## src/rtl/uart_pkg.sv

```systemverilog
// Shared UART TX definitions: FSM state encoding, DATA_W limits and the parity helper.
package uart_pkg;

    localparam int DATA_W_MIN = 5;
    localparam int DATA_W_MAX = 9;

    typedef enum logic [2:0] {
        IDLE   = 3'd0,
        START  = 3'd1,
        DATA   = 3'd2,
        PARITY = 3'd3,
        STOP   = 3'd4
    } tx_state_e;

    // Zero-extending to DATA_W_MAX does not change the XOR reduction.
    function automatic logic par_calc(input logic [DATA_W_MAX-1:0] data, input logic odd);
        return (^data) ^ odd;
    endfunction

    function automatic bit data_w_legal(input int w);
        return (w >= DATA_W_MIN) && (w <= DATA_W_MAX);
    endfunction

endpackage

```

## src/rtl/uart_tx_fifo.sv

```systemverilog
// DEPTH x DATA_W synchronous FIFO with registered occupancy; async and sync clear.
module uart_tx_fifo
    import uart_pkg::*;
#(
    parameter  int DATA_W = 8,
    parameter  int DEPTH  = 4,
    localparam int LVL_W  = $clog2(DEPTH + 1)
) (
    input  logic              clk,
    input  logic              arst_n,
    input  logic              rst,
    input  logic              push,
    input  logic              pop,
    input  logic [DATA_W-1:0] wdata,
    output logic [DATA_W-1:0] rdata,
    output logic              full,
    output logic              empty,
    output logic [LVL_W-1:0]  level
);

    localparam int PTR_W = $clog2(DEPTH);

    logic [DATA_W-1:0] mem [DEPTH];
    logic [PTR_W-1:0]  wptr, rptr;
    logic [LVL_W-1:0]  count;
    logic              do_push, do_pop;

    assign full    = (count == LVL_W'(DEPTH));
    assign empty   = (count == '0);
    assign do_push = push && !full;
    assign do_pop  = pop && !empty;
    assign rdata   = mem[rptr];
    assign level   = count;

    always_ff @(posedge clk or negedge arst_n) begin
        if (!arst_n) begin
            wptr  <= '0;
            rptr  <= '0;
            count <= '0;
        end else if (rst) begin
            wptr  <= '0;
            rptr  <= '0;
            count <= '0;
        end else begin
            if (do_push) wptr <= wptr + PTR_W'(1);
            if (do_pop)  rptr <= rptr + PTR_W'(1);
            case ({do_push, do_pop})
                2'b10:   count <= count + LVL_W'(1);
                2'b01:   count <= count - LVL_W'(1);
                default: ;
            endcase
        end
    end

    always_ff @(posedge clk) begin
        if (do_push) mem[wptr] <= wdata;
    end

endmodule

```

## src/rtl/uart_tx_core.sv

```systemverilog
// Buffered UART transmitter, LSB-first, 1/2 stop bits, paced by baud_tick.
// Optional parity bit when UART_TX_PARITY_EN is defined.
module uart_tx_core
    import uart_pkg::*;
#(
    parameter  int DATA_W = 8,
    parameter  int DEPTH  = 4,
    localparam int LVL_W  = $clog2(DEPTH + 1)
) (
    input  logic              clk,
    input  logic              arst_n,
    input  logic              rst,
    input  logic              baud_tick,
    input  logic              s_valid,
    input  logic [DATA_W-1:0] s_data,
    output logic              s_ready,
    input  logic              cfg_two_stop,
    input  logic              cfg_par_odd,
    output logic              tx,
    output logic              busy,
    output logic              done,
    output logic [LVL_W-1:0]  fifo_level
);

    localparam int              CNT_W    = $clog2(DATA_W);
    localparam logic [CNT_W-1:0] LAST_BIT = CNT_W'(DATA_W - 1);

    tx_state_e         state, state_nxt;
    logic [DATA_W-1:0] shreg, rdata;
    logic [CNT_W-1:0]  bitcnt;
    logic              stopcnt, two_stop_l;
    logic              full, empty, load, stop_hold;

`ifdef UART_TX_PARITY_EN
    logic par_l;
`else
    logic unused_par_odd;
    assign unused_par_odd = cfg_par_odd;
`endif

    assign s_ready = !full;

    uart_tx_fifo #(.DATA_W(DATA_W), .DEPTH(DEPTH)) u_fifo (
        .clk   (clk),
        .arst_n(arst_n),
        .rst   (rst),
        .push  (s_valid),
        .pop   (load),
        .wdata (s_data),
        .rdata (rdata),
        .full  (full),
        .empty (empty),
        .level (fifo_level)
    );

    always_ff @(posedge clk or negedge arst_n) begin
        if (!arst_n)  state <= IDLE;
        else if (rst) state <= IDLE;
        else          state <= state_nxt;
    end

    always_comb begin
        state_nxt = state;
        if (baud_tick) begin
            case (state)
                IDLE:  if (!empty) state_nxt = START;
                START: state_nxt = DATA;
                DATA: if (bitcnt == LAST_BIT) begin
`ifdef UART_TX_PARITY_EN
                    state_nxt = PARITY;
`else
                    state_nxt = STOP;
`endif
                end
`ifdef UART_TX_PARITY_EN
                PARITY: state_nxt = STOP;
`endif
                STOP:  if (!stop_hold) state_nxt = empty ? IDLE : START;
                default: state_nxt = IDLE;
            endcase
        end
    end

    // load: a word leaves the FIFO at a frame boundary (idle or end of last stop bit).
    always_comb begin
        stop_hold = two_stop_l && !stopcnt;
        load      = baud_tick && !empty && (state == IDLE || (state == STOP && !stop_hold));
        busy      = (state != IDLE);
    end

    always_ff @(posedge clk or negedge arst_n) begin
        if (!arst_n) begin
            tx         <= 1'b1;
            done       <= 1'b0;
            shreg      <= '0;
            bitcnt     <= '0;
            stopcnt    <= 1'b0;
            two_stop_l <= 1'b0;
`ifdef UART_TX_PARITY_EN
            par_l      <= 1'b0;
`endif
        end else if (rst) begin
            tx         <= 1'b1;
            done       <= 1'b0;
            shreg      <= '0;
            bitcnt     <= '0;
            stopcnt    <= 1'b0;
            two_stop_l <= 1'b0;
`ifdef UART_TX_PARITY_EN
            par_l      <= 1'b0;
`endif
        end else begin
            done <= 1'b0;
            if (baud_tick) begin
                case (state)
                    START: begin
                        tx     <= shreg[0];
                        bitcnt <= '0;
                    end
                    DATA: begin
                        if (bitcnt != LAST_BIT) begin
                            shreg  <= shreg >> 1;
                            tx     <= shreg[1];
                            bitcnt <= bitcnt + CNT_W'(1);
                        end else begin
`ifdef UART_TX_PARITY_EN
                            tx <= par_l;
`else
                            tx <= 1'b1;
`endif
                            stopcnt <= 1'b0;
                        end
                    end
`ifdef UART_TX_PARITY_EN
                    PARITY: begin
                        tx      <= 1'b1;
                        stopcnt <= 1'b0;
                    end
`endif
                    STOP: begin
                        if (stop_hold) stopcnt <= 1'b1;
                        else           done    <= 1'b1;
                    end
                    default: ;
                endcase
                // Config is sampled per word so mid-frame changes only reach the next frame.
                if (load) begin
                    shreg      <= rdata;
                    two_stop_l <= cfg_two_stop;
`ifdef UART_TX_PARITY_EN
                    par_l      <= par_calc(DATA_W_MAX'(rdata), cfg_par_odd);
`endif
                    tx         <= 1'b0;
                end
            end
        end
    end

endmodule

```

## config.mk

```make
export PLATFORM = sky130hd
export DESIGN_NAME = uart_tx_core
export DESIGN_NICKNAME = d
export VERILOG_FILES = /design/src/rtl/uart_pkg.sv /design/src/rtl/uart_tx_fifo.sv /design/src/rtl/uart_tx_core.sv
export SDC_FILE = /design/constraint.sdc
export NUM_CORES = 1
export LEC_CHECK = 0
export BUFFER_PORTS_ARGS = -buffer_cell sky130_fd_sc_hd__buf_4
export CELL_PAD_IN_SITES_DETAIL_PLACEMENT = 0
export CELL_PAD_IN_SITES_GLOBAL_PLACEMENT = 1
export CORE_MARGIN = 5
export CORE_UTILIZATION = 52
export CTS_CLUSTER_DIAMETER = 30
export DETAILED_ROUTE_END_ITERATION = 8
export PLACE_DENSITY = 0.87
export SETUP_SLACK_MARGIN = 0.4
export SLEW_MARGIN = 20
export SYNTH_ARGS = -nofsm -noshare
export SYNTH_HDL_FRONTEND = slang
export SYNTH_SLANG_ARGS = --single-unit
```

## constraint.sdc

```tcl
create_clock -name clk -period 4.52 [get_ports clk]
set_input_delay 0.452 -clock clk [delete_from_list [all_inputs] [get_ports clk]]
set_output_delay 0.452 -clock clk [all_outputs]
set_load 0.05 [all_outputs]
```

* After elaboration in Yosys (flattened, before gate mapping)
Memories as Yosys holds them, arrays and structs flattened.
Index checks and enable logic that the tools add are counted.
** Word-level totals
- Register bits :: 25
- Bits in latches :: 0
- Memory bits (writable) :: 32
- Bits in read-only memories :: 0
- Bits of input ports :: 15
- Output and inout bits :: 7
- Memories kept :: 1
** Memory list
- u_fifo.mem :: words 4, width 8, read ports 1, clocked after Yosys merged registers in 0, wr ports 1, RTL line uart_tx_fifo.sv:23 : logic [DATA_W-1:0] mem [DEPTH];
** Operators by class
- $add $sub $neg :: 5
- Multipliers :: 0
- Divide/modulo/power cells :: 0
- $lt $le $gt $ge :: 0
- Equal/unequal tests :: 14
- Shift-type cells :: 0
- Mux-type cells :: 41
- Bitwise logic cells :: 0
- Reduce and logical (&&, ||, !) cells :: 30
** Operators with widths (count)
- two-way mux 8 bit :: 5
- two-way mux 3 bit :: 9
- inequality test 3 bit (second input constant) :: 7
- two-way mux 1 bit :: 18
- nonzero test 3 bit :: 6
- one-hot mux 3 bit (2 select lines) :: 2
- one-hot mux 3 bit (4 select lines) :: 1
- equality test 3 bit (second input constant) :: 3
- two-way mux 2 bit :: 4
- AND reduction 4 bit :: 2
- nonzero test 2 bit :: 4
- adder 3 x 1 -> 3 bit (second input constant) :: 2
- logical AND 1 bit :: 6
- logical NOT 3 bit :: 2
- AND reduction 3 bit :: 2
- adder 2 x 1 -> 2 bit (second input constant) :: 2
- logical NOT 1 bit :: 4
- one-hot mux 1 bit (2 select lines) :: 2
- AND reduction 2 bit :: 2
- nonzero test 4 bit :: 1
- equality test 3 x 1 -> 1 bit (second input constant) :: 1
- equality test 3 x 2 -> 1 bit (second input constant) :: 1
- subtractor 3 x 1 -> 3 bit (second input constant) :: 1
- equality test 2 x 1 -> 1 bit (second input constant) :: 1
- other kinds (2) :: 2

* Longest topological paths before layout
- Word-level depth :: 10
- Depth in mapped cells :: 7
- Gate-level depth less buffers :: 6

* By module
A second synthesis with hierarchy kept.
** Second synthesis, totals
- Cell total of the unflattened synthesis :: 196
- Area total of the unflattened synthesis :: 2737.6 um^2
** Modules (own cells, without submodules)
- uart_tx_fifo :: times used 1, cells each 103, area each 1725.4 um^2
- uart_tx_core :: times used 1, cells each 93, area each 1012.2 um^2

* Worst setup path before layout
Ideal clock, no wire load.
- Path kind :: reg2reg
- From :: register u_fifo.count[2], in the netlist u_fifo.level[2]
- To :: register u_fifo.count[2], in the netlist u_fifo.level[2]
- Library setup time :: 125 ps
- Arrival time :: 2412 ps
- Slack :: 1983 ps
- Stages on the path, launching flop included :: 7
- Path buffers :: 1
- Clock period less this slack :: 2537 ps
- Cell sequence :: dfrtp_1 -> or3b_1 -> buf_6 -> a2111oi_4 -> fa_1 -> o21ai_0 -> a2111oi_0
** RTL lines
- start: declaration :: RTL line uart_tx_fifo.sv:25 : logic [LVL_W-1:0] count;
- start signal: assignment :: RTL line uart_tx_fifo.sv:48 : 2'b10: count <= count + LVL_W'(1);
- start signal: assignment :: RTL line uart_tx_fifo.sv:49 : 2'b01: count <= count - LVL_W'(1);
- equality test 3 bit * :: RTL line uart_tx_fifo.sv:28 : assign full = (count == LVL_W'(DEPTH));
- logical NOT 1 bit *
- net s_ready :: RTL line uart_tx_core.sv:16 : output logic s_ready,
- logical AND 1 bit * :: RTL line uart_tx_fifo.sv:30 : assign do_push = push && !full;
- equality test 2 x 1 -> 1 bit / equality test 2 bit (equally long branches) :: RTL line uart_tx_fifo.sv:47 : case ({do_push, do_pop})
- one-hot mux 3 bit (2 select lines) :: RTL line uart_tx_fifo.sv:47
- two-way mux 3 bit :: RTL line uart_tx_fifo.sv:40 : end else if (rst) begin
Mark *: on every way through the listed nets, which the timed path passes. The rest lies on a longest branch.
A chain may end at the register's enable or synchronous reset.

* Final worst setup path
- From :: register u_fifo.count[1], in the netlist u_fifo.level[1]
- To :: register u_fifo.count[2], in the netlist u_fifo.level[2]
** On the way
- Longest elaborated chain between the ends :: 8
** RTL lines
- logical NOT 3 bit :: RTL line uart_tx_fifo.sv:29 : assign empty = (count == '0);
- logical NOT 1 bit :: RTL line uart_tx_fifo.sv:31, uart_tx_core.sv:87
- logical AND 1 bit (2 in a row) :: RTL line uart_tx_core.sv:87 : load = baud_tick && !empty && (state == IDLE || (state == STOP && !stop_hold));
- logical AND 1 bit :: RTL line uart_tx_fifo.sv:31 : assign do_pop = pop && !empty;
- equality test 2 x 1 -> 1 bit / equality test 2 bit (equally long branches) :: RTL line uart_tx_fifo.sv:47
- one-hot mux 3 bit (2 select lines) :: RTL line uart_tx_fifo.sv:47
- two-way mux 3 bit :: RTL line uart_tx_fifo.sv:40
Parallel ways exist; a longest one is shown, timed or not.

==> metrics.md <==
| Metric | Value |
|---|---|
| WS Path Type | reg -> reg |
| Fin cells | 294 |
| Most frequent cells in the layout | 32 x edfxtp_1, 24 x dfrtp_1, 21 x nand2_1, 20 x buf_4, 17 x nor2_1 |
| CP Launch Type | flip-flop |
| Root Buffer | clkbuf_8 |
| Nets | 241 |
| DRT antenna net count | 0 |
| Tcrit/Tclk final | 54.5% |
| Die height | 81.3 um |
| CP startpoint | u_fifo.level[1] |
| Post-synth net total | 221 |
| Post-Syn Instances | 199 |
| I/O pin count | 22 |
| Status | completed |
| IO Port Bufs | 20 |
| CTS buffer count | 9 |
| Initial antenna violation count | 0 |
| Clock group share of total power | 28.6% |
| CP max FO | 8 |
| Max_slew headroom | 47.8% |
| Initial core utilization | 52.7% |
| Routed vias/inst | 5.56 |
| Reg2reg end | u_fifo.level[2] |
| Overall Global Routing Usage | 17.0% |
| Setup TNS | 0 ns |
| Setup skew after layout | 0.00972 ns |
| Initial DRC count | 94 |
| Seq cells post-synth | 57 |
| Hold Crit Class | in -> async |
| Clock slew at reported path FFs | 0.07 ns |
| # H-tree levels | 3 |
| Distinct cells, synth | 45 |
| Max-Cap Viols | 0 |
| Largest net degree at the start of global routing | 26 |
| Power density cells | 604 mW/mm^2 |
| Share of cells above drive strength 1 | 23.2% |
| Sw power | 0.000634 W |
| Die ar. | 0.00660 mm^2 |
| Worst-Margin Slew | 0.781 ns |
| DRC viols | 0 |
| Final WL | 4.76 mm |
| Synth Flop Type | edfxtp_1 |
| Clock Tree Buf Depth | 2 |
| Crit. End Element | flip-flop |
| CTS tree | built |
| Combinational power share | 30.0% |
| Post-synthesis sequential area ratio | 60.1% |
| Hold buffers post-CTS | 0 |
| Reg2reg start | u_fifo.level[1] |
| Syn-to-layout area delta | 14.7% |
| P_int | 0.00120 W |
| Avg Inst Size Synth | 13.3 um^2 |
| Dpl hpwl | 3.12 mm |
| Core footprint | 0.00501 mm^2 |
| Post-synth EDFFs | 32 |
| YS warnings | 0 |
| Die W | 81.3 um |
| Clock network latency to the later pin of the worst-skew pair | 0.33 ns |
| Clk sink count | 57 |
| Post_cts resized | 0 |
| Post-CTS setup buffers | 0 |
| Synth async-reset ratio | 43.9% |
| Global-route wire length before repair | 8.16 mm |
| Worst R2R Setup Slack | 2.06 ns |
| DR WL/cell | 16.2 um |
| Gr ovfl total | 0 |
| Final hold violations | 0 |
| Switch share | 34.7% |
| P_leak | 1.16 nW |
| Placement Rows | 26 |
| Commonest non-fill, non-tap cell in the layout | edfxtp_1 |
| GPL Wtd Cong | 0.791 |
| Final setup fails | 0 |
| Maximum VDD drop | 0.458 mV |
| Router iterations before antenna repair | 4 |
| Ant. Diodes | 0 |
| Reg2Reg Depth | 5 |
| Max-slew violation count | 0 |
| Vias in the first global route | 1,603 |
| Sequential Power Share | 41.4% |
| Unrepaired setup endpoints after global routing | no |
| CP arrival | 2.65 ns |
| Critical path data required time | 4.71 ns |
| Synth Cell Area | 0.00264 mm^2 |
| F_max | 0.406 GHz |
| Placed insts | 278 |
| Final Critical Period | 2.46 ns |
| Vias | 1,636 |
| Worst Setup EP | u_fifo.level[2] |
==> layer usage <==
layer / GRT usage (%) / wire, um / vias up
met4: 9.97 / 95 / 0
met5: 0 / 0 / -
met2: 23.6 / 2270 / 36
met3: 4.21 / 209 / 8
met1: 24.0 / 2190 / 799
li1: - / - / 793
==> through the flow <==
| stage | hold slack (ns) | total power (W) | utilization (%) | cell area (um^2) | worst slack, ns |
|---|---|---|---|---|---|
| 2_1_floorplan | 0.156 | 0.00119 | - | 2640 | 1.98 |
| 3_3_place_gp | 0.378 | 0.00131 | 56.1 | 2810 | 2.09 |
| 3_5_place_dp | 0.380 | 0.00132 | 56.1 | 2810 | 2.09 |
| 4_1_cts | 0.00977 | 0.00185 | 60.5 | 3030 | 2.06 |
| 5_1_grt | 0.0223 | 0.00195 | 60.5 | 3030 | 1.91 |
| 6_report | 0.0170 | 0.00183 | 60.5 | 3030 | 2.06 |
==> worst min path at each step <==
stage                     slack (ns)         endpoint  cells after the start  startpoint
after floorplan                 0.16        bitcnt[0]                      0      arst_n
after global placement          0.38   u_fifo.wptr[0]                      1      arst_n
after detailed placement        0.38  u_fifo.level[0]                      1      arst_n
after CTS                       0.01  u_fifo.level[0]                      1      arst_n
after global routing            0.02  u_fifo.level[0]                      1      arst_n
final                           0.02  u_fifo.level[0]                      1      arst_n
==> cells in the mapped netlist, types with 2 or more instances <==
| library cell | instances | area, um^2 |
|---|---|---|
| nor3_1 | 2 | 10.0 |
| mux4_2 | 8 | 180 |
| ha_1 | 6 | 75.1 |
| buf_6 | 2 | 22.5 |
| clkbuf_1 | 4 | 15.0 |
| o21ai_0 | 7 | 35.0 |
| a2111oi_0 | 2 | 17.5 |
| a22oi_1 | 3 | 22.5 |
| nand3b_1 | 2 | 15.0 |
| nand4_1 | 4 | 25.0 |
| nand3_1 | 4 | 20.0 |
| mux2i_1 | 3 | 30.0 |
| a21oi_1 | 3 | 15.0 |
| or3_1 | 2 | 12.5 |
| a31oi_1 | 2 | 12.5 |
| nor3b_1 | 2 | 15.0 |
| inv_1 | 8 | 30.0 |
| xor2_1 | 3 | 26.3 |
| nand2_1 | 21 | 78.8 |
| buf_4 | 2 | 15.0 |
| nor2_1 | 17 | 63.8 |
| edfxtp_1 | 32 | 961 |
| dfrtp_1 | 24 | 601 |
| or3b_1 | 3 | 26.3 |
| a311oi_1 | 9 | 78.8 |
| buf_2 | 2 | 10.0 |
| and3_1 | 4 | 25.0 |
==> registers in the layout, indices dropped and copies added, names as in the netlist, 2 cells and up <==
name / flops
u_fifo.rptr: 2
u_fifo.mem: 32
shreg: 8
u_fifo.level: 3
bitcnt: 3
state: 3
u_fifo.wptr: 2
==> final cells by class <==
type,instances,area [um^2]
multi-input combinational,123,956
inverter,8,30.0
timing repair buffer,20,150
fill,428,1980
tap,70,87.6
clock buffer,9,124
clock inverter,7,93.8
sequential,57,1590
==> kinds of logic (layout without fill, tap and decap cells) <==
kind of cell	count (synthesis)	after routing	synth area share [%]
buffers and inverters	19	44	3.65
flip-flops	57	57	60.1
AND/OR/NAND/NOR	68	68	13.5
AO/OA/AOI/OAI	33	33	9.86
multiplexers	11	11	7.96
XOR/XNOR	4	4	1.33
adder cells (fa/ha/maj)	7	7	3.60
==> worst max-delay path: stages (launching register included) <==
cell       delay (ns)
dfrtp_1          0.45
or3b_1           0.54
a2111oi_4        0.50
fa_1             0.32
o21ai_0          0.09
a2111oi_0        0.42
==> power groups by stage <==
stage / Combinational [W] / Clock, W / Sequential [W]
after global routing: 0.000605 / 0.000564 / 0.000776
after detailed placement: 0.000552 / 0 / 0.000769
final: 0.000549 / 0.000523 / 0.000757
after floorplan: 0.000422 / 0 / 0.000772
after CTS: 0.000553 / 0.000533 / 0.000760
after global placement: 0.000543 / 0 / 0.000765
No activity file was read; power rests on OpenSTA's default activity.
